File: src/rtl/sobel_axis_adapter_pkg.sv
// Shared constants and FSM state type for the Sobel AXI4-Stream adapter.
package sobel_pkg;
  localparam int PIXELS_PER_BEAT = 16;
  localparam int IMAGE_DIM       = 512;
  localparam int BPL             = IMAGE_DIM / PIXELS_PER_BEAT;
  localparam int BPF             = BPL * IMAGE_DIM;
  localparam int LAG             = BPL;

  typedef enum logic [1:0] {IDLE, RUN, FLUSH, RESYNC} state_t;
endpackage

File: src/rtl/sobel_axis_adapter_if.sv
// AXI4-Stream beat bundle with tlast (end of line) and tuser (start of frame).
interface sobel_axis_adapter_if #(
  parameter int DATA_WIDTH = 128
);
  logic [DATA_WIDTH-1:0] tdata;
  logic                  tvalid;
  logic                  tready;
  logic                  tlast;
  logic                  tuser;

  modport master (output tdata, tvalid, tlast, tuser, input tready);
  modport slave  (input tdata, tvalid, tlast, tuser, output tready);
endinterface

File: src/rtl/sobel_axis_adapter_fifo2.sv
// Two-entry output FIFO carrying data plus tlast/tuser; a pop in the same cycle never frees a slot for a push.
module axis_skid_fifo2 #(
  parameter int DATA_WIDTH = 128
) (
  input  logic                  clk,
  input  logic                  aresetn,
  input  logic                  push,
  input  logic [DATA_WIDTH-1:0] push_data,
  input  logic                  push_last,
  input  logic                  push_user,
  input  logic                  pop,
  output logic [DATA_WIDTH-1:0] head_data,
  output logic                  head_last,
  output logic                  head_user,
  output logic                  full,
  output logic                  empty
);
  logic [DATA_WIDTH-1:0] data_q [2];
  logic [1:0]            last_q;
  logic [1:0]            user_q;
  logic                  wr_ptr;
  logic                  rd_ptr;
  logic [1:0]            count;
  logic                  do_push;
  logic                  do_pop;

  assign full    = (count == 2'd2);
  assign empty   = (count == 2'd0);
  assign do_push = push & ~full;
  assign do_pop  = pop & ~empty;

  always_ff @(posedge clk or negedge aresetn) begin
    if (!aresetn) begin
      wr_ptr <= 1'b0;
      rd_ptr <= 1'b0;
      count  <= 2'd0;
    end else begin
      if (do_push) wr_ptr <= ~wr_ptr;
      if (do_pop)  rd_ptr <= ~rd_ptr;
      count <= count + {1'b0, do_push} - {1'b0, do_pop};
    end
  end

  // Payload storage is not reset; flags are masked by empty instead.
  always_ff @(posedge clk) begin
    if (do_push) begin
      data_q[wr_ptr] <= push_data;
      last_q[wr_ptr] <= push_last;
      user_q[wr_ptr] <= push_user;
    end
  end

  assign head_data = data_q[rd_ptr];
  assign head_last = ~empty & last_q[rd_ptr];
  assign head_user = ~empty & user_q[rd_ptr];
endmodule

File: src/rtl/sobel_axis_adapter.sv
// AXI4-Stream wrapper around the stall-driven Sobel stage: backpressure becomes one global
// stall, and a tag chain following the pipeline depth decides which Sobel outputs form the frame.
module sobel_axis_adapter #(
  parameter int PIXELS_PER_BEAT = sobel_pkg::PIXELS_PER_BEAT,
  parameter int IMAGE_DIM       = sobel_pkg::IMAGE_DIM,
  parameter int DATA_WIDTH      = 8 * PIXELS_PER_BEAT,
  parameter int LATENCY         = 20
) (
  input  logic                  clk,
  input  logic                  aresetn,
  sobel_axis_adapter_if.slave   s_axis,
  sobel_axis_adapter_if.master  m_axis,
  output logic [DATA_WIDTH-1:0] sob_inp_frame,
  output logic                  sob_stall,
  output logic                  sob_aresetn,
  input  logic [DATA_WIDTH-1:0] sob_out_frame,
  output logic                  err_framing,
  output logic                  busy
);
  import sobel_pkg::*;

  localparam int LINE_BEATS  = IMAGE_DIM / PIXELS_PER_BEAT;
  localparam int FRAME_BEATS = LINE_BEATS * IMAGE_DIM;
  localparam int LAG_BEATS   = LINE_BEATS;
  localparam int LAST_IDX    = FRAME_BEATS + LAG_BEATS + LATENCY - 1;
  localparam int IW          = $clog2(LAST_IDX + 1);
  localparam int CW          = ($clog2(LINE_BEATS) > 0) ? $clog2(LINE_BEATS) : 1;
  localparam int OW          = ($clog2(FRAME_BEATS) > 0) ? $clog2(FRAME_BEATS) : 1;

  state_t              state;
  logic [IW-1:0]       idx;
  logic [CW-1:0]       in_col;
  logic [CW-1:0]       out_col;
  logic [OW-1:0]       out_idx;
  logic [LATENCY-1:0]  tag_v;
  logic                in_idle, in_run, in_flush;
  logic                tail, fifo_full, fifo_empty, ok, advance, push, drop, bad_beat, tag_in;

  assign in_idle  = (state == IDLE);
  assign in_run   = (state == RUN);
  assign in_flush = (state == FLUSH);
  assign tail     = tag_v[LATENCY-1];
  assign ok       = ~tail | ~fifo_full;
  assign advance  = in_run ? (s_axis.tvalid & ok) : (in_flush & ok);
  assign push     = advance & tail;
  assign drop     = in_idle & s_axis.tvalid & ~s_axis.tuser;
  // The first LAG beats only prime the line buffer; their outputs are not part of the frame.
  assign tag_in   = (idx >= IW'(LAG_BEATS));
  assign bad_beat = in_run & advance &
                    ((s_axis.tlast != (in_col == CW'(LINE_BEATS - 1))) |
                     (s_axis.tuser & (idx != '0)));

  assign s_axis.tready = (in_run & ok) | drop;
  assign sob_stall     = ~advance;
  assign sob_inp_frame = in_run ? s_axis.tdata : '0;

  axis_skid_fifo2 #(.DATA_WIDTH(DATA_WIDTH)) u_fifo (
    .clk       (clk),
    .aresetn   (aresetn),
    .push      (push),
    .push_data (sob_out_frame),
    .push_last (out_col == CW'(LINE_BEATS - 1)),
    .push_user (out_idx == '0),
    .pop       (m_axis.tready),
    .head_data (m_axis.tdata),
    .head_last (m_axis.tlast),
    .head_user (m_axis.tuser),
    .full      (fifo_full),
    .empty     (fifo_empty)
  );
  assign m_axis.tvalid = ~fifo_empty;

  always_ff @(posedge clk or negedge aresetn) begin
    if (!aresetn) begin
      state       <= RESYNC;
      idx         <= '0;
      in_col      <= '0;
      out_col     <= '0;
      out_idx     <= '0;
      tag_v       <= '0;
      sob_aresetn <= 1'b0;
      busy        <= 1'b0;
      err_framing <= 1'b0;
    end else begin
      if (bad_beat | drop) err_framing <= 1'b1;
      if (advance) tag_v <= (tag_v << 1) | LATENCY'(tag_in);
      if (push) begin
        out_col <= (out_col == CW'(LINE_BEATS - 1)) ? '0 : out_col + 1'b1;
        out_idx <= (out_idx == OW'(FRAME_BEATS - 1)) ? '0 : out_idx + 1'b1;
      end
      case (state)
        IDLE: begin
          if (s_axis.tvalid & s_axis.tuser) begin
            state <= RUN;
            busy  <= 1'b1;
          end
        end
        RUN: begin
          if (advance) begin
            idx    <= idx + 1'b1;
            in_col <= (in_col == CW'(LINE_BEATS - 1)) ? '0 : in_col + 1'b1;
            if (idx == IW'(FRAME_BEATS - 1)) state <= FLUSH;
          end
        end
        FLUSH: begin
          if (advance) begin
            if (idx == IW'(LAST_IDX)) begin
              state       <= RESYNC;
              sob_aresetn <= 1'b0;
              idx         <= '0;
            end else begin
              idx <= idx + 1'b1;
            end
          end
        end
        default: begin
          // Leftover tags past the frame die here together with the Sobel stage reset.
          state       <= IDLE;
          sob_aresetn <= 1'b1;
          busy        <= 1'b0;
          tag_v       <= '0;
          idx         <= '0;
          in_col      <= '0;
          out_col     <= '0;
          out_idx     <= '0;
        end
      endcase
    end
  end
endmodule

File: src/flat_wrapper.sv
// flat-port wrapper written by rule: the top's interface ports become plain ports
module sobel_axis_adapter_flat import sobel_pkg::*;
#(
  parameter int PIXELS_PER_BEAT = sobel_pkg::PIXELS_PER_BEAT,
  parameter int IMAGE_DIM       = sobel_pkg::IMAGE_DIM,
  parameter int DATA_WIDTH      = 8 * PIXELS_PER_BEAT,
  parameter int LATENCY         = 20
)
  (clk, aresetn, sob_inp_frame, sob_stall, sob_aresetn, sob_out_frame, err_framing, busy, s_axis_tdata, s_axis_tvalid, s_axis_tlast, s_axis_tuser, s_axis_tready, m_axis_tdata, m_axis_tvalid, m_axis_tlast, m_axis_tuser, m_axis_tready);
  sobel_axis_adapter_if #(.DATA_WIDTH(DATA_WIDTH)) s_axis_i ();
  sobel_axis_adapter_if #(.DATA_WIDTH(DATA_WIDTH)) m_axis_i ();
  input  logic clk;
  input  logic aresetn;
  output logic [DATA_WIDTH-1:0] sob_inp_frame;
  output logic sob_stall;
  output logic sob_aresetn;
  input  logic [DATA_WIDTH-1:0] sob_out_frame;
  output logic err_framing;
  output logic busy;
  input wire logic [$bits(s_axis_i.tdata)-1:0] s_axis_tdata;
  input wire logic [$bits(s_axis_i.tvalid)-1:0] s_axis_tvalid;
  input wire logic [$bits(s_axis_i.tlast)-1:0] s_axis_tlast;
  input wire logic [$bits(s_axis_i.tuser)-1:0] s_axis_tuser;
  output wire logic [$bits(s_axis_i.tready)-1:0] s_axis_tready;
  output wire logic [$bits(m_axis_i.tdata)-1:0] m_axis_tdata;
  output wire logic [$bits(m_axis_i.tvalid)-1:0] m_axis_tvalid;
  output wire logic [$bits(m_axis_i.tlast)-1:0] m_axis_tlast;
  output wire logic [$bits(m_axis_i.tuser)-1:0] m_axis_tuser;
  input wire logic [$bits(m_axis_i.tready)-1:0] m_axis_tready;
  assign s_axis_i.tdata = s_axis_tdata;
  assign s_axis_i.tvalid = s_axis_tvalid;
  assign s_axis_i.tlast = s_axis_tlast;
  assign s_axis_i.tuser = s_axis_tuser;
  assign s_axis_tready = s_axis_i.tready;
  assign m_axis_tdata = m_axis_i.tdata;
  assign m_axis_tvalid = m_axis_i.tvalid;
  assign m_axis_tlast = m_axis_i.tlast;
  assign m_axis_tuser = m_axis_i.tuser;
  assign m_axis_i.tready = m_axis_tready;
  sobel_axis_adapter #(.PIXELS_PER_BEAT(PIXELS_PER_BEAT), .IMAGE_DIM(IMAGE_DIM), .DATA_WIDTH(DATA_WIDTH), .LATENCY(LATENCY)) u_core (.clk(clk), .aresetn(aresetn), .s_axis(s_axis_i), .m_axis(m_axis_i), .sob_inp_frame(sob_inp_frame), .sob_stall(sob_stall), .sob_aresetn(sob_aresetn), .sob_out_frame(sob_out_frame), .err_framing(err_framing), .busy(busy));
endmodule
File: config.mk
export PLATFORM = sky130hd
export DESIGN_NAME = sobel_axis_adapter_flat
export DESIGN_NICKNAME = d
export VERILOG_FILES = /design/src/rtl/sobel_axis_adapter_pkg.sv /design/src/rtl/sobel_axis_adapter_if.sv /design/src/rtl/sobel_axis_adapter_fifo2.sv /design/src/rtl/sobel_axis_adapter.sv /design/src/flat_wrapper.sv
export SDC_FILE = /design/constraint.sdc
export NUM_CORES = 1
export LEC_CHECK = 0
export BUFFER_PORTS_ARGS = -buffer_cell sky130_fd_sc_hd__clkbuf_2
export CORE_MARGIN = 2
export CORE_UTILIZATION = 25
export DETAILED_ROUTE_END_ITERATION = 8
export PLACE_DENSITY = 0.44
export SLEW_MARGIN = 20
export SYNTH_ARGS = -nofsm -noshare
export SYNTH_HDL_FRONTEND = slang
export SYNTH_HIERARCHICAL = 1
export SYNTH_SLANG_ARGS = --single-unit
File: constraint.sdc
create_clock -name clk -period 9.19 [get_ports clk]
set_clock_uncertainty 0.2 [all_clocks]
set_input_delay 0.4595 -clock clk [delete_from_list [all_inputs] [get_ports clk]]
set_output_delay 0.4595 -clock clk [all_outputs]
set_load 0.02 [all_outputs]
==> results.py <==
metrics = {
    "outcome": {
        "status": "complete, no violations",
    },
    "sta": {
        "timing.setup.tns_ns": 0,
        "worst_hold_slack_across_all_endpoints_ns": 0.0588,
        "period_share": 0.477,
        "max_freq_mhz": 228,
        "setup-violations-final": 0,
        "final-max-slew-violation-count": 0,
        "timing_hold_violations_final": 0,
        "slew_headroom": 0.320,
        "worst-slew-pin-transition_ns": 1.02,
        "final.min_clock_period_ns": 4.38,
        "rsz_0062_raised_after_global_routing": "no",
    },
    "final_layout": {
        "fillerInstances": 5523,
        "layoutNonFillerInstCount": 2391,
        "finish.net_count": 1880,
        "area_growth_syn_to_layout_pct": 41.6,
        "final_layout_size_suffix_gt1_frac": 0.449,
        "layout_commonest_cell": "clkbuf_2",
        "most_used_cells_in_the_layout_excluding_fill_and_tap_cells": "clkbuf_2 (525), edfxtp_1 (260), and2_1 (130)",
        "final_cell_area_um2": 20100,
    },
    "worst_setup_path": {
        "worst_ep_arrival_time_ns": 3.72,
        "cp.required_ns": 8.53,
        "worstPathMaxFanout": 140,
        "worst_setup_path_start_kind": "flop",
        "end_kind": "output pin",
        "worstSetupPathType": "flop to output pin",
    },
    "flow_run": {
        "cap_violations": 0,
    },
    "cts": {
        "post_cts_hold_buffer_count": 129,
        "cts_setup_buffers": 0,
        "tritoncts_num_sinks": 328,
        "worstSkewPairLatency_ns": 0.54,
        "cts_max_level": 2,
        "cts-root-to-sink-buffers": 3,
        "cts_root_buf": "clkbuf_16",
        "cts_buffers": 39,
        "path_clk_slew_ns": 0.06,
        "post_cts_gate_resize_count": 0,
        "cts_tree": "done",
    },
    "route": {
        "detail-route-antenna-nets": 0,
        "drt-initial-drc-count": 418,
        "avgRoutedWirePerCell_um": 16.6,
        "drcViolationCount": 0,
        "avgViaCountPerCell": 4.20,
        "drt_wl_total_um": 39600,
        "detail_route.first_pass.iterations": 4,
        "num_vias": 10036,
    },
    "floorplan": {
        "io_pins": 526,
        "initial_utilization": 0.252,
        "fp.dieH_um": 242,
        "chipWidth_um": 242,
        "die-area_um2": 58700,
        "core_area_um2": 56300,
        "floorplan.rows": 87,
    },
    "power": {
        "vdd_drop_max_mv": 0.180,
        "total_power_w": 0.00495,
        "power_density_nw_per_um2": 246,
        "leakage_nw": 8.61,
    },
    "synthesis": {
        "number_of_distinct_library_cells_after_synthesis": 58,
        "postSynthAreaPerCell_um2": 15.0,
        "synth_warnings": 6,
        "synth.cell_area_um2": 14200,
        "postSynth.asyncResetShare": 0.207,
        "post_synth_edffs": 260,
        "sequential_to_total_area_share_from_yosys_stat": 0.670,
        "synth.net_count": 1221,
        "dominantRegCellSynth": "edfxtp_1",
        "postSynthRegisterBits": 328,
        "netlist_instances": 944,
    },
    "placed_design": {
        "gp_routability_congestion": 0.859,
        "port_buffers": 525,
        "dp_hpwl_um": 27700,
        "cell_total_after_placement": 2189,
        "placed_cell_area_um2": 17600,
    },
    "grt": {
        "via_count_of_the_first_global_routing_pass": 10304,
        "grt_max_degree": 141,
        "grt_antenna_before_repair": 4,
        "grt_first_pass_wirelength_um": 59800,
        "grt_remaining_overflow": 0,
        "grt_overall_usage": 0.130,
    },
    "min_path": {
        "worstHoldPathType": "primary input to flop",
    },
}
-- flip-flops by register name, summed over array words and instances (netlist names) --
signal,cells
u_core/tag_v,20
u_core/state,2
u_core/u_fifo/rd_ptr,1
u_core/sob_aresetn,1
u_core/u_fifo/user_q,2
u_core/u_fifo/data_q,256
u_core/err_framing,1
u_core/idx,15
u_core/u_fifo/wr_ptr,1
u_core/out_idx,14
u_core/out_col,5
u_core/in_col,5
u_core/u_fifo/last_q,2
u_core/u_fifo/count,2
u_core/busy,1
-- metal layers --
layer	track usage	vias to the layer above	part of all wire
met5	0	-	0
met3	0.0388	63	0.078
met4	0.0367	0	0.022
li1	-	4760	-
met1	0.158	4811	0.41
met2	0.224	402	0.49
-- metrics by stage --
stage,setup WS [ns],utilization
after global placement,4.96,0.313
after global routing,4.45,0.357
after CTS,4.69,0.357
after detailed placement,4.84,0.313
final,4.81,0.357
after floorplan,1.52,-
-- layout make-up --
class	count	area [um2]	area share
Antenna cell	2	5.00	0.000249
Clock buffer	52	1070	0.0531
Clock inverter	19	140	0.00697
Inverter	21	78.8	0.00392
Multi-Input combinational cell	554	4380	0.218
Sequential cell	328	9520	0.473
Tap cell	756	946	0.0470
Timing Repair Buffer	659	3980	0.198
-- report_power, final --
| group | total [W] | internal (W) | switching, W |
|---|---|---|---|
| sequential | 0.00170 | 0.00164 | 0.0000570 |
| combinational | 0.00179 | 0.000720 | 0.00107 |
| clock | 0.00146 | 0.000850 | 0.000607 |
-- cells in the mapped netlist (all sizes together), types with 7 or more instances --
library cell	instances	share of area
edfxtp	260	0.55
mux2	131	0.13
and2	130	0.057
nand2	70	0.019
dfrtp	66	0.12
a21oi	32	0.011
nor2	31	0.0082
clkbuf	24	0.0063
o21ai	24	0.0087
inv	21	0.0056
nand3	19	0.0076
buf	17	0.012
ha	15	0.013
xor2	11	0.0068
nand4	9	0.0040
and3	8	0.0035
nor3	7	0.0025
-- logic make-up after synthesis --
logic type / after synthesis / share of synthesized area
DFF: 328 / 0.670
muxes: 133 / 0.128
AOI/OAI and AO/OA: 88 / 0.0392
adders and majority gates: 15 / 0.0132
and+or+nand+nor: 303 / 0.116
buffers and inverters: 62 / 0.0238
xor gates and xnor gates: 15 / 0.00925
-- critical path: stages (launching register included) --
cell and delay [ns]:
dfstp_2 0.59, ha_4 0.80, mux2_2 0.37, and2_1 0.60, inv_1 0.52, clkbuf_2 0.28
-- path summary, 6_finish.rpt --
| kind | slack, ns | cells after the start | start | endpoint |
|---|---|---|---|---|
| worst min-delay path | 0.06 | 2 | s_axis_tvalid | u_core/err_framing |
| min in group asynchronous | 0.48 | 3 | aresetn | u_core/in_col[4] |
| max in group asynchronous | 7.65 | 3 | aresetn | u_core/u_fifo/rd_ptr |
| worst max-delay path | 4.81 | 5 | u_core/state[0] | sob_stall |
| worst max register to register | 4.96 | 6 | u_core/state[0] | u_core/u_fifo/data_q[1][15] |
| worst min register to register | 0.29 | 1 | u_core/err_framing | u_core/err_framing |
(Power assumes the default switching activity.)
